[config.mk]
export PLATFORM = sky130hd
export DESIGN_NAME = prog_loader
export DESIGN_NICKNAME = d
export VERILOG_FILES = /design/src/rtl/prog_loader_pkg.sv /design/src/rtl/prog_loader_timer.sv /design/src/rtl/prog_loader.sv
export SDC_FILE = /design/constraint.sdc
export NUM_CORES = 1
export LEC_CHECK = 0
export BUFFER_PORTS_ARGS = -buffer_cell sky130_fd_sc_hd__buf_2
export CAP_MARGIN = 20
export CORE_MARGIN = 2
export CORE_UTILIZATION = 45
export CTS_CLUSTER_DIAMETER = 40
export DETAILED_ROUTE_END_ITERATION = 8
export GPL_TIMING_DRIVEN = 0
export PLACE_DENSITY = 0.66
export SETUP_SLACK_MARGIN = 0.2
export SKIP_CTS_REPAIR_TIMING = 1
export SYNTH_ARGS = -nofsm -noshare
export SYNTH_HDL_FRONTEND = slang
export SYNTH_SLANG_ARGS = --single-unit
export TNS_END_PERCENT = 100
[constraint.sdc]
create_clock -name clock -period 2.13 [get_ports clock]
set_input_delay 0 -clock clock [delete_from_list [all_inputs] [get_ports clock]]
set_output_delay 0 -clock clock [all_outputs]
set_load 0.01 [all_outputs]
[src/rtl/prog_loader_pkg.sv]
// Shared encodings and widths for the boot-time program loader.
// The IF stage uses the same address and data widths.
package prog_loader_pkg;

   localparam int IMEM_AW = 8;
   localparam int DW      = 8;

   typedef enum logic [2:0] {
      ST_IDLE  = 3'd0,
      ST_LEN   = 3'd1,
      ST_DATA  = 3'd2,
      ST_CSUM  = 3'd3,
      ST_DONE  = 3'd4,
      ST_ERROR = 3'd5
   } state_t;

   // States in which a frame is in flight and bytes may be accepted
   function automatic logic is_frame_state(input state_t s);
      return (s == ST_LEN) || (s == ST_DATA) || (s == ST_CSUM);
   endfunction

endpackage

[src/rtl/prog_loader_timer.sv]
// Inter-byte idle timer: counts enabled cycles since the last clear and
// flags the cycle on which the TIMEOUT-th idle cycle completes.
module prog_loader_timer #(
   parameter int TIMEOUT = 1000,
   parameter int TW      = 16
) (
   input  logic clock,
   input  logic reset,
   input  logic clear,
   input  logic enable,
   output logic expired
);

   localparam logic [TW-1:0] LP_LAST = TW'(TIMEOUT - 1);

   logic [TW-1:0] r_count;

   // Idle-cycle counter; holds at the terminal value instead of wrapping
   always_ff @(posedge clock or posedge reset) begin
      if (reset) begin
         r_count <= '0;
      end else if (clear) begin
         r_count <= '0;
      end else if (enable && (r_count != LP_LAST)) begin
         r_count <= r_count + TW'(1);
      end else begin
         r_count <= r_count;
      end
   end

   assign expired = enable & ~clear & (r_count == LP_LAST);

endmodule

[src/rtl/prog_loader.sv]
// Boot-time loader: receives a length/payload/checksum frame, writes the
// payload into instruction memory from address 0 and releases the core.
module prog_loader
   import prog_loader_pkg::*;
#(
   parameter int TIMEOUT = 1000,
   parameter int TW      = 16
) (
   input  logic               clock,
   input  logic               reset,
   input  logic               start,
   input  logic               in_valid,
   input  logic [DW-1:0]      in_data,
   output logic               in_ready,
   output logic               imem_we,
   output logic [IMEM_AW-1:0] imem_addr,
   output logic [DW-1:0]      imem_wdata,
   output logic               core_run,
   output logic               load_err,
   output logic               busy
);

   state_t             r_state;
   state_t             w_state_nxt;
   logic [IMEM_AW:0]   r_left;
   logic [IMEM_AW-1:0] r_ptr;
   logic [DW-1:0]      r_sum;
   logic               r_in_ready;
   logic               r_busy;
   logic               r_core_run;
   logic               r_load_err;
   logic               r_we;
   logic [IMEM_AW-1:0] r_addr;
   logic [DW-1:0]      r_wdata;

   logic               w_accept;
   logic               w_load_start;
   logic               w_last_byte;
   logic [DW-1:0]      w_csum_total;
   logic               w_frame;
   logic               w_expired;
   logic               w_in_ready_nxt;
   logic               w_core_run_nxt;
   logic               w_load_err_nxt;

   assign w_accept     = in_valid & r_in_ready;
   assign w_frame      = is_frame_state(r_state);
   assign w_load_start = start & ~w_frame;
   assign w_last_byte  = (r_left == {{IMEM_AW{1'b0}}, 1'b1});
   assign w_csum_total = r_sum + in_data;

   prog_loader_timer #(
      .TIMEOUT (TIMEOUT),
      .TW      (TW)
   ) u_timer (
      .clock   (clock),
      .reset   (reset),
      .clear   (w_accept | ~w_frame),
      .enable  (w_frame),
      .expired (w_expired)
   );

   // State register
   always_ff @(posedge clock or posedge reset) begin
      if (reset) begin
         r_state <= ST_IDLE;
      end else begin
         r_state <= w_state_nxt;
      end
   end

   // Next-state logic; an accepted byte always takes priority over timeout
   always_comb begin
      w_state_nxt = r_state;
      case (r_state)
         ST_IDLE, ST_DONE, ST_ERROR: begin
            if (start) begin
               w_state_nxt = ST_LEN;
            end else begin
               w_state_nxt = r_state;
            end
         end
         ST_LEN: begin
            if (w_accept) begin
               w_state_nxt = ST_DATA;
            end else if (w_expired) begin
               w_state_nxt = ST_ERROR;
            end else begin
               w_state_nxt = ST_LEN;
            end
         end
         ST_DATA: begin
            if (w_accept && w_last_byte) begin
               w_state_nxt = ST_CSUM;
            end else if (w_accept) begin
               w_state_nxt = ST_DATA;
            end else if (w_expired) begin
               w_state_nxt = ST_ERROR;
            end else begin
               w_state_nxt = ST_DATA;
            end
         end
         ST_CSUM: begin
            if (w_accept) begin
               w_state_nxt = (w_csum_total == {DW{1'b0}}) ? ST_DONE : ST_ERROR;
            end else if (w_expired) begin
               w_state_nxt = ST_ERROR;
            end else begin
               w_state_nxt = ST_CSUM;
            end
         end
         default: begin
            w_state_nxt = ST_IDLE;
         end
      endcase
   end

   // Output decode from the next state, so the registered flags track r_state
   always_comb begin
      w_in_ready_nxt = 1'b0;
      w_core_run_nxt = 1'b0;
      w_load_err_nxt = 1'b0;
      case (w_state_nxt)
         ST_LEN, ST_DATA, ST_CSUM: w_in_ready_nxt = 1'b1;
         ST_DONE:                  w_core_run_nxt = 1'b1;
         ST_ERROR:                 w_load_err_nxt = 1'b1;
         default: begin
            w_in_ready_nxt = 1'b0;
            w_core_run_nxt = 1'b0;
            w_load_err_nxt = 1'b0;
         end
      endcase
   end

   // Registered status outputs
   always_ff @(posedge clock or posedge reset) begin
      if (reset) begin
         r_in_ready <= 1'b0;
         r_busy     <= 1'b0;
         r_core_run <= 1'b0;
         r_load_err <= 1'b0;
      end else begin
         r_in_ready <= w_in_ready_nxt;
         r_busy     <= w_in_ready_nxt;
         r_core_run <= w_core_run_nxt;
         r_load_err <= w_load_err_nxt;
      end
   end

   // Payload datapath: byte count, write pointer, running sum and write port
   always_ff @(posedge clock or posedge reset) begin
      if (reset) begin
         r_left  <= '0;
         r_ptr   <= '0;
         r_sum   <= '0;
         r_we    <= 1'b0;
         r_addr  <= '0;
         r_wdata <= '0;
      end else begin
         r_we <= 1'b0;
         if (w_load_start) begin
            r_left <= '0;
            r_ptr  <= '0;
            r_sum  <= '0;
         end else if (w_accept && (r_state == ST_LEN)) begin
            // A length byte of zero encodes a full 256-byte payload
            r_left <= (in_data == {DW{1'b0}}) ? {1'b1, {IMEM_AW{1'b0}}}
                                               : {1'b0, in_data};
         end else if (w_accept && (r_state == ST_DATA)) begin
            r_we    <= 1'b1;
            r_addr  <= r_ptr;
            r_wdata <= in_data;
            r_ptr   <= r_ptr + {{(IMEM_AW-1){1'b0}}, 1'b1};
            r_sum   <= r_sum + in_data;
            r_left  <= r_left - {{IMEM_AW{1'b0}}, 1'b1};
         end else begin
            r_left <= r_left;
            r_ptr  <= r_ptr;
            r_sum  <= r_sum;
         end
      end
   end

   assign in_ready   = r_in_ready;
   assign busy       = r_busy;
   assign core_run   = r_core_run;
   assign load_err   = r_load_err;
   assign imem_we    = r_we;
   assign imem_addr  = r_addr;
   assign imem_wdata = r_wdata;

endmodule

Word level (Yosys, flattened, before mapping)
Index checks and enable logic that the tools add are counted.
Storage, ports and cells
  flip-flop bits (word level): 64
  input bits: 12
  output and inout port bits: 21
  logic and storage cells: 82
Cells by class
  add/subtract/negate cells: 4
  eq/ne operators: 14
  multiplexer cells: 28
  bitwise logic cells: 9
  reductions and logical operators: 16
Operators with widths (number)
  2-to-1 mux 8 bit: 6
  2-to-1 mux 9 bit: 4
  2-to-1 mux 16 bit: 2
  2-to-1 mux 3 bit: 8
  adder 16 x 1 -> 16 bit (second input constant): 1
  == test 16 x 10 -> 1 bit (second input constant): 1
  zero test 8 bit: 2
  != test 16 x 10 -> 1 bit (second input constant): 1
  == test 3 x 2 -> 1 bit (second input constant): 4
  == test 3 bit (second input constant): 4
  one-hot mux 3 bit (4 select lines): 1
  == test 9 x 1 -> 1 bit (second input constant): 1
  subtractor 9 x 1 -> 9 bit (second input constant): 1
  adder 8 x 1 -> 8 bit (second input constant): 1
  adder 8 bit: 1
  2-to-1 mux 1 bit: 7
  == test 3 x 1 -> 1 bit (second input constant): 2
  OR reduction 3 bit: 2
  bitwise AND 1 bit: 4
  logical AND 1 bit: 4
  inverter 1 bit: 4
  nonzero test 2 bit: 2
  zero test 3 bit: 1
  AND reduction 3 bit: 1
  other kinds (5): 6

Depth between registers and ports, before layout
Gate-level depths: netlist of run 1.
  depth in word-level cells: 15
  depth in mapped cells: 8
  mapped depth without buffers: 8

Cells and area by module
A second synthesis of run 1 with hierarchy kept.
Unflattened totals
  cell total of the unflattened synthesis: 372
  area total of the unflattened synthesis: 3523.4 µm²
Modules (own cells, without submodules)
  prog_loader: times used 1, cells each 277, area each 2621.3 µm², seq. area each 1201.2 µm²
  prog_loader_timer: times used 1, cells each 95, area each 902.1 µm², seq. area each 400.4 µm²

Worst setup path after synthesis of run 1
No wires, ideal clock.
  path type: register to register
  start: register r_sum[0]
  end: register r_busy (netlist: busy)
  library setup time: 0.119 ns
  arrival time: 2.204 ns
  data required time: 2.011 ns
  slack: -0.193 ns
  cell stages (with the launch flop): 9
  buffers on the path: 0
  period minus slack after synthesis: 2.323 ns
  cell sequence: dfrtp_1 ha_1 fa_1 a211oi_1 nor2_1 xor2_1 nor4_1 a31oi_4 o21ba_2
On the way
  longest elaborated chain between the ends: 8
  elaborated cells on any way between the ends: 10
  classes of those cells: add/sub: 1; eq/ne: 3; mux: 4; reduce/logical: 2
Ends and longest elaborated chain
  from (decl): RTL line prog_loader.sv:27  | logic [DW-1:0] r_sum;
  from (signal assigned): RTL line prog_loader.sv:174  | r_sum <= r_sum + in_data;
  from (signal assigned): RTL line prog_loader.sv:179  | r_sum <= r_sum;
  adder 8 bit *: RTL line prog_loader.sv:50  | assign w_csum_total = r_sum + in_data;
  zero test 8 bit *: RTL line prog_loader.sv:105  | w_state_nxt = (w_csum_total == {DW{1'b0}}) ? ST_DONE : ST_ERROR;
  2-to-1 mux 1 bit *: RTL line prog_loader.sv:105
  2-to-1 mux 3 bit *: RTL line prog_loader.sv:104  | if (w_accept) begin
  one-hot mux 3 bit (4 select lines) *: RTL line prog_loader.sv:75  | case (r_state)
  named net w_state_nxt[0]: RTL line prog_loader.sv:24  | state_t w_state_nxt;
  == test 3 x 1 -> 1 bit / == test 3 x 2 -> 1 bit (equally long branches): RTL line prog_loader.sv:123  | case (w_state_nxt)
  OR reduction 3 bit *: RTL line prog_loader.sv:123
  2-to-1 mux 1 bit *: RTL line prog_loader.sv:123
  named net w_in_ready_nxt: RTL line prog_loader.sv:42  | logic w_in_ready_nxt;
  to (signal assigned): RTL line prog_loader.sv:144  | r_busy <= w_in_ready_nxt;
  to (decl): RTL line prog_loader.sv:29  | logic r_busy;
Mark *: on every way through the listed nets, which the timed path passes. The rest lies on a longest branch.
A chain may end at the register's enable or synchronous reset.

Worst setup path in the final report of run 1
  start: register u_timer.r_count[4]
  end: register r_load_err (netlist: load_err)
On the way
  longest elaborated chain between the ends: 8
  elaborated cells on any way between the ends: 12
  classes of those cells: eq/ne: 2; mux: 9; bitwise: 1
Ends and longest elaborated chain
  from (decl): RTL line prog_loader_timer.sv:16  | logic [TW-1:0] r_count;
  from (signal assigned): RTL line prog_loader_timer.sv:25  | r_count <= r_count + TW'(1);
  from (signal assigned): RTL line prog_loader_timer.sv:27  | r_count <= r_count;
  == test 16 x 10 -> 1 bit: RTL line prog_loader_timer.sv:31  | assign expired = enable & ~clear & (r_count == LP_LAST);
  bitwise AND 1 bit: RTL line prog_loader_timer.sv:31
  2-to-1 mux 3 bit: RTL line prog_loader.sv:97  | end else if (w_expired) begin
  2-to-1 mux 3 bit: RTL line prog_loader.sv:95  | end else if (w_accept) begin
  2-to-1 mux 3 bit: RTL line prog_loader.sv:93  | if (w_accept && w_last_byte) begin
  one-hot mux 3 bit (4 select lines): RTL line prog_loader.sv:75
  named net w_state_nxt[0]: RTL line prog_loader.sv:24
  == test 3 bit: RTL line prog_loader.sv:123
  2-to-1 mux 1 bit: RTL line prog_loader.sv:123
  named net w_load_err_nxt: RTL line prog_loader.sv:44  | logic w_load_err_nxt;
  to (signal assigned): RTL line prog_loader.sv:146  | r_load_err <= w_load_err_nxt;
  to (decl): RTL line prog_loader.sv:31  | logic r_load_err;
The timed path passes the listed nets, and every way through them passes these cells.

==> key figures, run 1 <==
Outcome
  – Outcome: finished, violations left
  – Violations in the final reports: hold timing, setup timing

Worst setup path
  – Worst path top cell family by delay: simple AND/OR/NAND/NOR gates
  – Reg2reg start: u_timer.r_count[4]
  – Data arrival time of the critical path: 2.62 ns
  – CP Class: reg -> reg
  – Slowest-stage cell, CP: or4_4
  – FF-to-FF setup slack: -0.21 ns
  – Setup crit end kind: register
  – Depth of the worst register-to-register path: 7
  – Max stage delay on crit path: 0.56 ns
  – Buf+Inv Stages, Crit Path: 1
  – Endpoint of the most critical register-to-register path: load_err
  – Crit-path cells: or4_1, or4_4, buf_8, o211ai_4, nor4_2, a31oi_4, and2_1
  – Largest fanout on the critical path: 5
  – Required arrival time at the worst endpoint: 2.41 ns
  – Critical path launch point type: register

Clock network
  – Buffer cell driving the clock tree root: clkbuf_8
  – Clock latency at the later pin of the worst-skew pair: 0.34 ns
  – Clock transition at the registers of the reported paths: 0.07 ns
  – CTS tree: built
  – Buffers from clock root to sink, at most: 2
  – Number of H-tree branching levels: 3
  – CTS sink count: 64
  – Number of buffers inserted during clock tree synthesis: 9

Global route
  – Number of global-route vias before repair: 2707
  – Global-route congestion overflow total: 0
  – Largest net degree at the start of global routing: 42
  – GRT Total Usage: 0.2001
  – Wire length of the first global-routing pass: 12300 um
  – Number of antenna violations at the first check in global routing: 0

Logic synthesis
  – Synthesis-stage register bit count: 64
  – Number of warnings printed during yosys synthesis: 0
  – Syn Nets: 374
  – Most used flip-flop cell after synthesis: dfrtp_1
  – Library cell with the highest instance count after synthesis: nand2_1
  – Number of enable-type register cells in the synthesized netlist: 0
  – Number of distinct library cell variants in the gate-level netlist after synthesis: 49
  – Proportion of synthesized chip area in sequential cells: 0.4899
  – Cell taking the most area after synthesis: dfrtp_1
  – Cell count after synthesis: 350
  – Cell types with the largest area share after synthesis: dfrtp_1 (49%), nand2_1 (8.0%), ha_1 (4.2%)
  – Cell area after synthesis: 3269 um^2
  – Post-synth top area share: 0.4899
  – Commonest cells post-synth: nand2_1 (70), dfrtp_1 (64), nor2_1 (34), o21ai_0 (16), xor2_1 (15)
  – Asr flop ratio synth: 1.000
  – Syn_area_per_cell: 9.341 um^2

Worst hold path
  – Worst min-delay path category: in -> reg
  – End point of the worst hold path: imem_wdata[0]
  – Hold path start: in_data[0]
  – Count of cells along the worst hold path: 3

STA
  – Achievable frequency: 427.2 MHz
  – Final clock period utilization by the worst path: 1.099
  – Relative slew margins: 0.6488
  – Clk_skew: 0.007277 ns
  – Slew @ Worst Pin: 0.5260 ns
  – Setup repair after global routing missed its margin: yes
  – Final total negative setup slack: -0.9291 ns
  – Fin Hold WS: -0.07652 ns
  – Post-route setup slack: -0.2106 ns
  – Final setup viols: 6
  – Endpoints failing hold: 4
  – Number of pins exceeding their max-slew limit in the final report: 0
  – Post-route minimum period: 2.341 ns

Final layout
  – Filler cell count in the final layout: 640
  – Layout area overhead: 25.87%
  – Reg area: 1607 um^2
  – Area of the multi-input gates: 1704 um^2
  – Antenna cells: 0
  – Design area: 4115 um^2
  – Proportion of layout cells with a drive suffix above 1: 0.2236
  – Net count of the finished layout: 436

Power and ir drop
  – Power Dens Cells: 1168 nW/um^2
  – Power dissipated by switching net loads: 1786 uW
  – Gate power share: 0.386
  – Total power after layout: 4807 uW
  – Fraction of power consumed by the clock network: 0.244
  – Maximum vdd drop: 0.6007 mV
  – Pleak: 0.001916 uW
  – Switching part of the total power: 0.3715
  – Reg power frac: 0.370
  – Internal cell power: 3021 uW

Floorplan
  – Horizontal die dimension: 89.24 um
  – Initial Util: 0.4581
  – Total Die Area: 7963 um^2
  – I/O pins: 33
  – Area inside the core boundary: 7137 um^2
  – # rows: 31
  – Height of the die: 89.24 um

Placed design
  – Last weighted congestion value of the routability-driven placer: 0.8826
  – Placed cell area: 3600 um^2
  – Number of I/O port buffers: 32
  – HPWL reported at the end of detailed placement: 5095 um

Detailed routing
  – Initial DRT Pass Iterations: 6
  – Routed WL per cell: 14.45 um
  – Violation count after the first detailed-route iteration: 117
  – Drt total wl: 7442 um
  – Drt via density: 5.291
  – DRC violations left: 0
  – Routed Antenna Nets: 0
  – Total vias in the final route: 2725

Job
  – Max capacitance violation total: 0
[layer usage]
layer | vias to the layer above | GRT usage | wire length [um]
met5 | - | 0 | 0
met4 | 0 | 0.09769 | 138
met3 | 11 | 0.04063 | 223
met2 | 50 | 0.3360 | 3774
met1 | 1324 | 0.2456 | 3306
li1 | 1340 | - | -
[worst register-to-register path, cell delays in order, from the launching register on]
cell	delay [ns]
dfrtp_2	0.42
or4_1	0.50
or4_4	0.56
buf_8	0.15
o211ai_4	0.19
nor4_2	0.09
a31oi_4	0.22
and2_1	0.14
[per-stage QoR]
| stage | util | instances | setup slack (ns) |
|---|---|---|---|
| 5_1_grt | 0.5766 | 515 | -0.2839 |
| 4_1_cts | 0.5352 | 497 | -0.2571 |
| 3_3_place_gp | 0.5016 | 481 | -0.2601 |
| 3_5_place_dp | 0.5044 | 482 | -0.2301 |
| 6_report | 0.5766 | 515 | -0.2106 |
| 2_1_floorplan | - | 350 | -0.06100 |
[logic make-up after synthesis]
kind of cell             synth area share
AND/OR/NAND/NOR                    0.2419
flip-flops                         0.4899
AO/OA/AOI/OAI                      0.1167
XOR/XNOR                          0.07233
buffers and inverters             0.02794
adder cells (fa/ha/maj)           0.04822
multiplexers                     0.003062
[flip-flops by register name, summed over array words and instances, names as in the netlist]
signal	count
u_timer.r_count	16
r_left	9
imem_addr	8
imem_wdata	8
r_ptr	8
r_sum	8
r_state	3
busy	1
core_run	1
imem_we	1
load_err	1
[how the worst max path moves through the flow]
stage | from | end | depth (start not counted)
floorplan | u_timer.r_count[4] | load_err | 7
CTS | r_state[1] | imem_wdata[6] | 7
detailed placement | r_state[1] | imem_wdata[6] | 7
global route | u_timer.r_count[4] | load_err | 7
global placement | reset | core_run | 2
finish | u_timer.r_count[4] | load_err | 7
[cells in the final DEF, fill, tap and decap left out, drive strengths merged, types with 5 or more instances in the layout]
cell type | synthesis | routed
nand2 | 70 | 70
dfrtp | 64 | 64
buf | 4 | 48
nor2 | 34 | 34
clkbuf | 8 | 18
o21ai | 16 | 16
xor2 | 15 | 15
nand3 | 14 | 14
xnor2 | 12 | 12
ha | 11 | 11
inv | 10 | 10
a21oi | 9 | 9
dlygate4sd3 | 0 | 9
nand4 | 8 | 8
a22o | 7 | 7
nor3 | 7 | 7
nor4 | 6 | 6
nor3b | 5 | 5
[power by group through the flow]
| stage | sequential [uW] | clock, uW | combinational (uW) |
|---|---|---|---|
| 6_report | 1780 | 1170 | 1850 |
| 5_1_grt | 1820 | 1240 | 2060 |
| 4_1_cts | 1750 | 1180 | 1700 |
| 3_5_place_dp | 1760 | 0 | 1690 |
| 3_3_place_gp | 1750 | 0 | 1640 |
| 2_1_floorplan | 1770 | 0 | 1200 |
[cell type report]
cell class              count  share of cell area
plain buffers              11             0.01611
clock buffers              12             0.03770
clock inverters             3             0.01581
inverters                  11             0.01095
multi-input cells         263              0.4141
flip-flops and latches     64              0.3904
well taps                  99             0.03010
repair buffers             52             0.08483
Power figures use the tool's default switching activity.
==> run 2, diff against run 1 <==
- MAX_ROUTING_LAYER: not set -> met4
==> key figures, run 2 (synthesized netlist as in run 1, its figures left out) <==
Final layout
  – Most flop-heavy register: u_timer.r_count
  – Max reg flops: 16 (unchanged)
  – Net count of the finished layout: 436 (unchanged)
  – Most used cells in the layout excluding fill and tap cells: nand2_1 (69), dfrtp_1 (60), buf_2 (33)
  – Proportion of layout cells with a drive suffix above 1: 0.2236 (unchanged)
  – Antenna cells: 0 (unchanged)
  – Leading cell type in the layout, fill and taps excluded: nand2_1
  – Design area: 4115 um^2 (unchanged)
  – Filler cell count in the final layout: 640 (unchanged)
  – Layout area overhead: 25.87% (unchanged)
  – Top Registers: u_timer.r_count (16), r_left (9)

STA
  – Final clock period utilization by the worst path: 1.099 (about the same)
  – Post-route minimum period: 2.342 ns (+0.001295 ns)
  – Relative slew margins: 0.6488 (about the same)
  – Endpoints failing hold: 4 (unchanged)
  – Post-route setup slack: -0.2119 ns (-0.001295 ns)
  – Fin Hold WS: -0.07705 ns (-0.0005303 ns)
  – Slew @ Worst Pin: 0.5260 ns (-0.000001013 ns)
  – Achievable frequency: 427.0 MHz (about the same)
  – Final setup viols: 6 (unchanged)
  – Number of pins exceeding their max-slew limit in the final report: 0 (unchanged)
  – Clk_skew: 0.008096 ns (+0.0008195 ns)
  – Setup repair after global routing missed its margin: yes

Placed design
  – HPWL reported at the end of detailed placement: 5095 um (unchanged)
  – Placed cell area: 3600 um^2 (unchanged)
  – Last weighted congestion value of the routability-driven placer: 0.8972 (+1.7%)
  – Number of I/O port buffers: 32 (unchanged)

Worst setup path
  – Depth of the worst register-to-register path: 7 (unchanged)
  – Max stage delay on crit path: 0.56 ns (about the same)
  – Required arrival time at the worst endpoint: 2.41 ns (about the same)
  – Data arrival time of the critical path: 2.62 ns (about the same)
  – Crit-path cells: or4_1, or4_4, buf_8, o211ai_4, nor4_2, a31oi_4, and2_1
  – Setup crit end kind: register
  – Critical path launch point type: register
  – Slowest-stage cell, CP: or4_4
  – Largest fanout on the critical path: 5 (unchanged)
  – Worst path top cell family by delay: simple AND/OR/NAND/NOR gates
  – Buf+Inv Stages, Crit Path: 1 (unchanged)
  – Number of cells on the critical path: 7 (unchanged)
  – CP Class: reg -> reg

Global route
  – Number of antenna violations at the first check in global routing: 0 (unchanged)
  – Largest net degree at the start of global routing: 42 (unchanged)
  – Global-route congestion overflow total: 0 (unchanged)
  – Number of global-route vias before repair: 2708 (+0.037%)
  – GRT Total Usage: 0.2062 (+0.006164)
  – Wire length of the first global-routing pass: 12280 um (-0.16%)

Floorplan
  – Horizontal die dimension: 89.24 um (unchanged)
  – I/O pins: 33 (unchanged)
  – Total Die Area: 7963 um^2 (unchanged)
  – Area inside the core boundary: 7137 um^2 (unchanged)
  – Height of the die: 89.24 um (unchanged)
  – Initial Util: 0.4581 (unchanged)
  – # rows: 31 (unchanged)

Detailed routing
  – Routed Antenna Nets: 0 (unchanged)
  – Drt via density: 5.285 (-0.11%)
  – Total vias in the final route: 2722 (-0.11%)
  – Violation count after the first detailed-route iteration: 125 (+6.8%)
  – DRC violations left: 0 (unchanged)
  – Drt total wl: 7509 um (+0.90%)
  – Routed WL per cell: 14.58 um (+0.90%)
  – Initial DRT Pass Iterations: 6 (unchanged)

Clock network
  – Clock transition at the registers of the reported paths: 0.07 ns (about the same)
  – Number of H-tree branching levels: 3 (unchanged)
  – Number of buffers inserted during clock tree synthesis: 9 (unchanged)
  – CTS tree: built
  – Buffer cell driving the clock tree root: clkbuf_8
  – CTS sink count: 64 (unchanged)
  – Clock latency at the later pin of the worst-skew pair: 0.34 ns (about the same)
  – Buffers from clock root to sink, at most: 2 (unchanged)

Job
  – Max capacitance violation total: 0 (unchanged)

Power and ir drop
  – Internal cell power: 3022 uW (about the same)
  – Power Dens Cells: 1167 nW/um^2 (about the same)
  – Gate power share: 0.386 (about the same)
  – Pleak: 0.001916 uW (unchanged)
  – Switching part of the total power: 0.3709 (-0.0005958)
  – Total power after layout: 4803 uW (about the same)
  – Power dissipated by switching net loads: 1781 uW (-0.24%)
  – Maximum vdd drop: 0.5943 mV (-1.1%)
  – Fraction of power consumed by the clock network: 0.244 (about the same)
  – Reg power frac: 0.370 (about the same)

Outcome
  – Violations in the final reports: hold timing, setup timing
  – Outcome: finished, violations left

Worst hold path
  – Count of cells along the worst hold path: 3 (unchanged)
  – Worst min-delay path category: in -> reg
[run 2: cell counts in the layout (fill, tap and decap cells not counted)]
Identical to the previous run, type by type.
[run 2: layout make-up]
type                       count  area (um^2)  area share
clock inverter                 3        65.06     0.01581
clock buffer                  12        155.1     0.03770
tap                           99        123.9     0.03010
timing repair buffer          52        349.1     0.08483
multi-input combinational    263         1704      0.4141
inverter                      11        45.04     0.01095
sequential                    64         1607      0.3904
buffer                        11        66.31     0.01611
[run 2: metrics by stage]
step                      cells  TNS (ns)    util  hold slack, ns  worst slack [ns]
after floorplan             350   -0.1599       -          0.1054          -0.06100
after global placement      481    -19.63  0.5016          0.2608           -0.2601
after detailed placement    482    -3.220  0.5044         0.07228           -0.2301
after CTS                   497    -3.759  0.5352         -0.2878           -0.2571
after global routing        515    -1.406  0.5766        -0.08833           -0.2841
final                       515   -0.9312  0.5766        -0.07705           -0.2119
[run 2: worst paths after layout]
kind | from | end | slack [ns]
max in group asynchronous | reset | r_state[2] | 1.28
setup reg to reg | u_timer.r_count[4] | load_err | -0.21
hold reg to reg | imem_wdata[7] | imem_wdata[7] | 0.47
min in group asynchronous | reset | r_left[5] | 0.24
hold / removal | in_data[0] | imem_wdata[0] | -0.08
setup / recovery | u_timer.r_count[4] | load_err | -0.21
[run 2: per-layer routing]
metal / share of wire / global-route usage / up-vias
li1: - / - / 1339
met5: 0 / - / -
met2: 0.51 / 0.3374 / 45
met1: 0.45 / 0.2444 / 1326
met3: 0.027 / 0.04063 / 12
met4: 0.018 / 0.09769 / 0
[run 2: power groups by stage]
| stage | clock network [uW] | registers (uW) | logic, uW |
|---|---|---|---|
| 2_1_floorplan | 0 | 1770 | 1200 |
| 3_3_place_gp | 0 | 1750 | 1640 |
| 3_5_place_dp | 0 | 1760 | 1690 |
| 4_1_cts | 1180 | 1750 | 1700 |
| 5_1_grt | 1250 | 1820 | 2060 |
| 6_report | 1170 | 1780 | 1850 |
[run 2: tightest hold or removal path: stages]
cell and delay, ns:
buf_2 0.12, nand2_1 0.06, nand2_1 0.05
==> run 3, diff against run 2 <==
- CELL_PAD_IN_SITES_DETAIL_PLACEMENT: not set -> 0
- CELL_PAD_IN_SITES_GLOBAL_PLACEMENT: not set -> 1
- CORE_UTILIZATION: 45 -> 41
- PLACE_DENSITY: 0.66 -> not set
- PLACE_DENSITY_LB_ADDON: not set -> 0.1
==> key figures, run 3 (synthesized netlist as in run 1, its figures left out) <==
Floorplan
  – # rows: 32 (+3.2%)
  – Area inside the core boundary: 7727 um^2 (+8.3%)
  – I/O pins: 33 (unchanged)
  – Initial Util: 0.4231 (-0.03501)
  – Height of the die: 93.30 um (+4.5%)
  – Total Die Area: 8704 um^2 (+9.3%)
  – Horizontal die dimension: 93.30 um (+4.5%)

STA
  – Clk_skew: 0.008523 ns (+0.0004268 ns)
  – Final clock period utilization by the worst path: 1.104 (+0.004809)
  – Endpoints failing hold: 1 (-3)
  – Relative slew margins: 0.5069 (-0.1419)
  – Slew @ Worst Pin: 0.7386 ns (+0.2125 ns)
  – Achievable frequency: 425.1 MHz (-0.44%)
  – Post-route minimum period: 2.352 ns (+0.01024 ns)
  – Final setup viols: 5 (-1)
  – Setup repair after global routing missed its margin: yes
  – Number of pins exceeding their max-slew limit in the final report: 0 (unchanged)
  – Fin Hold WS: -0.01679 ns (+0.06026 ns)
  – Post-route setup slack: -0.2221 ns (-0.01024 ns)

Clock network
  – Clock transition at the registers of the reported paths: 0.07 ns (about the same)
  – CTS sink count: 64 (unchanged)
  – Clock latency at the later pin of the worst-skew pair: 0.34 ns (about the same)
  – Number of H-tree branching levels: 3 (unchanged)
  – CTS tree: built
  – Buffers from clock root to sink, at most: 2 (unchanged)
  – Buffer cell driving the clock tree root: clkbuf_8
  – Number of buffers inserted during clock tree synthesis: 9 (unchanged)

Global route
  – Number of global-route vias before repair: 2643 (-2.4%)
  – Global-route congestion overflow total: 0 (unchanged)
  – Number of antenna violations at the first check in global routing: 0 (unchanged)
  – Wire length of the first global-routing pass: 12920 um (+5.3%)
  – GRT Total Usage: 0.1947 (-0.01153)
  – Largest net degree at the start of global routing: 34 (-19%)

Job
  – Max capacitance violation total: 0 (unchanged)

Worst setup path
  – Max stage delay on crit path: 0.54 ns (-0.02 ns)
  – Crit-path cells: or4_1, or4_4, buf_6, o211ai_4, nor4_4, a31oi_4, and2_1
  – CP Class: reg -> reg
  – Data arrival time of the critical path: 2.63 ns (about the same)
  – Setup crit end kind: register
  – Slowest-stage cell, CP: or4_4
  – Required arrival time at the worst endpoint: 2.40 ns (about the same)
  – Largest fanout on the critical path: 5 (unchanged)
  – Critical path launch point type: register

Detailed routing
  – Violation count after the first detailed-route iteration: 99 (-21%)
  – DRC violations left: 0 (unchanged)
  – Drt via density: 5.273 (-0.23%)
  – Total vias in the final route: 2758 (+1.3%)
  – Drt total wl: 7964 um (+6.1%)
  – Routed WL per cell: 15.23 um (+4.4%)
  – Initial DRT Pass Iterations: 6 (unchanged)
  – Routed Antenna Nets: 0 (unchanged)

Final layout
  – Proportion of layout cells with a drive suffix above 1: 0.2423 (+0.01872)
  – Most flop-heavy register: u_timer.r_count
  – Reg area: 1607 um^2 (unchanged)
  – Max reg flops: 16 (unchanged)
  – Layout area overhead: 28.74%
  – Area of the multi-input gates: 1754 um^2 (+2.9%)
  – Leading cell type in the layout, fill and taps excluded: nand2_1
  – Most used cells in the layout excluding fill and tap cells: nand2_1 (69), dfrtp_1 (60), buf_2 (33)
  – Filler cell count in the final layout: 707 (+10%)
  – Net count of the finished layout: 441 (+1.1%)
  – Top Registers: u_timer.r_count (16), r_left (9)
  – Antenna cells: 0 (unchanged)

Power and ir drop
  – Switching part of the total power: 0.3743 (+0.003371)
  – Reg power frac: 0.360 (-0.010)
  – Power Dens Cells: 1180 nW/um^2 (+1.1%)
  – Pleak: 0.001961 uW (+2.4%)
  – Gate power share: 0.402 (+0.016)
  – Fraction of power consumed by the clock network: 0.239 (-0.005)
  – Internal cell power: 3107 uW (+2.8%)
  – Power dissipated by switching net loads: 1858 uW (+4.3%)
  – Maximum vdd drop: 0.6773 mV (+14%)
  – Total power after layout: 4965 uW (+3.4%)

Placed design
  – Last weighted congestion value of the routability-driven placer: 0.8252 (-8.0%)
  – Number of I/O port buffers: 32 (unchanged)
  – HPWL reported at the end of detailed placement: 5293 um (+3.9%)

Outcome
  – Violations in the final reports: hold timing, setup timing
  – Outcome: finished, violations left

Worst hold path
  – Worst min-delay path category: in -> reg
==> run 3: final cells by class <==
type	instances	share of cell area
repair buffers	57	0.09394
well taps	102	0.03032
clock buffers	12	0.03686
plain buffers	11	0.01427
multi-input cells	263	0.4168
clock inverters	3	0.01546
inverters	11	0.01070
flip-flops and latches	64	0.3817
==> run 3: metrics by stage <==
stage	cells	area, um^2	TNS (ns)	worst slack, ns	util
floorplan	350	3296	-0.1599	-0.06100	-
global placement	484	3583	-26.93	-0.3647	0.4637
detailed placement	485	3603	-3.949	-0.2918	0.4663
CTS	500	3824	-4.276	-0.3087	0.4948
global route	523	4209	-1.132	-0.2907	0.5447
finish	523	4209	-0.7737	-0.2221	0.5447
==> run 3: routing by layer <==
layer  GRT usage  share of wire
met1      0.2693           0.48
met2      0.2956           0.48
met3     0.03304          0.032
met4     0.06005          0.013
met5           -              0
==> run 3: power groups by stage <==
| stage | sequential [uW] | clock (uW) | combinational (uW) |
|---|---|---|---|
| final | 1790 | 1180 | 1990 |
| after global routing | 1830 | 1270 | 2220 |
| after CTS | 1750 | 1210 | 1710 |
| after detailed placement | 1770 | 0 | 1690 |
| after global placement | 1760 | 0 | 1660 |
| after floorplan | 1770 | 0 | 1200 |
==> run 3: worst paths after layout <==
path | from | to | slack, ns | cells after the start
setup / recovery | u_timer.r_count[4] | load_err | -0.22 | 7
hold / removal | in_data[6] | r_left[6] | -0.02 | 3
setup reg to reg | u_timer.r_count[4] | load_err | -0.22 | 7
hold reg to reg | imem_wdata[3] | imem_wdata[3] | 0.47 | 2
max in group asynchronous | reset | r_state[0] | 1.16 | 4
min in group asynchronous | reset | load_err | 0.34 | 3
==> run 3: critical path, delay by kind of cell (launching register included) <==
kind	cells	cell delay, ns
buffers and inverters	1	0.15
DFF	1	0.43
and+or+nand+nor	4	1.27
AOI/OAI and AO/OA	2	0.42
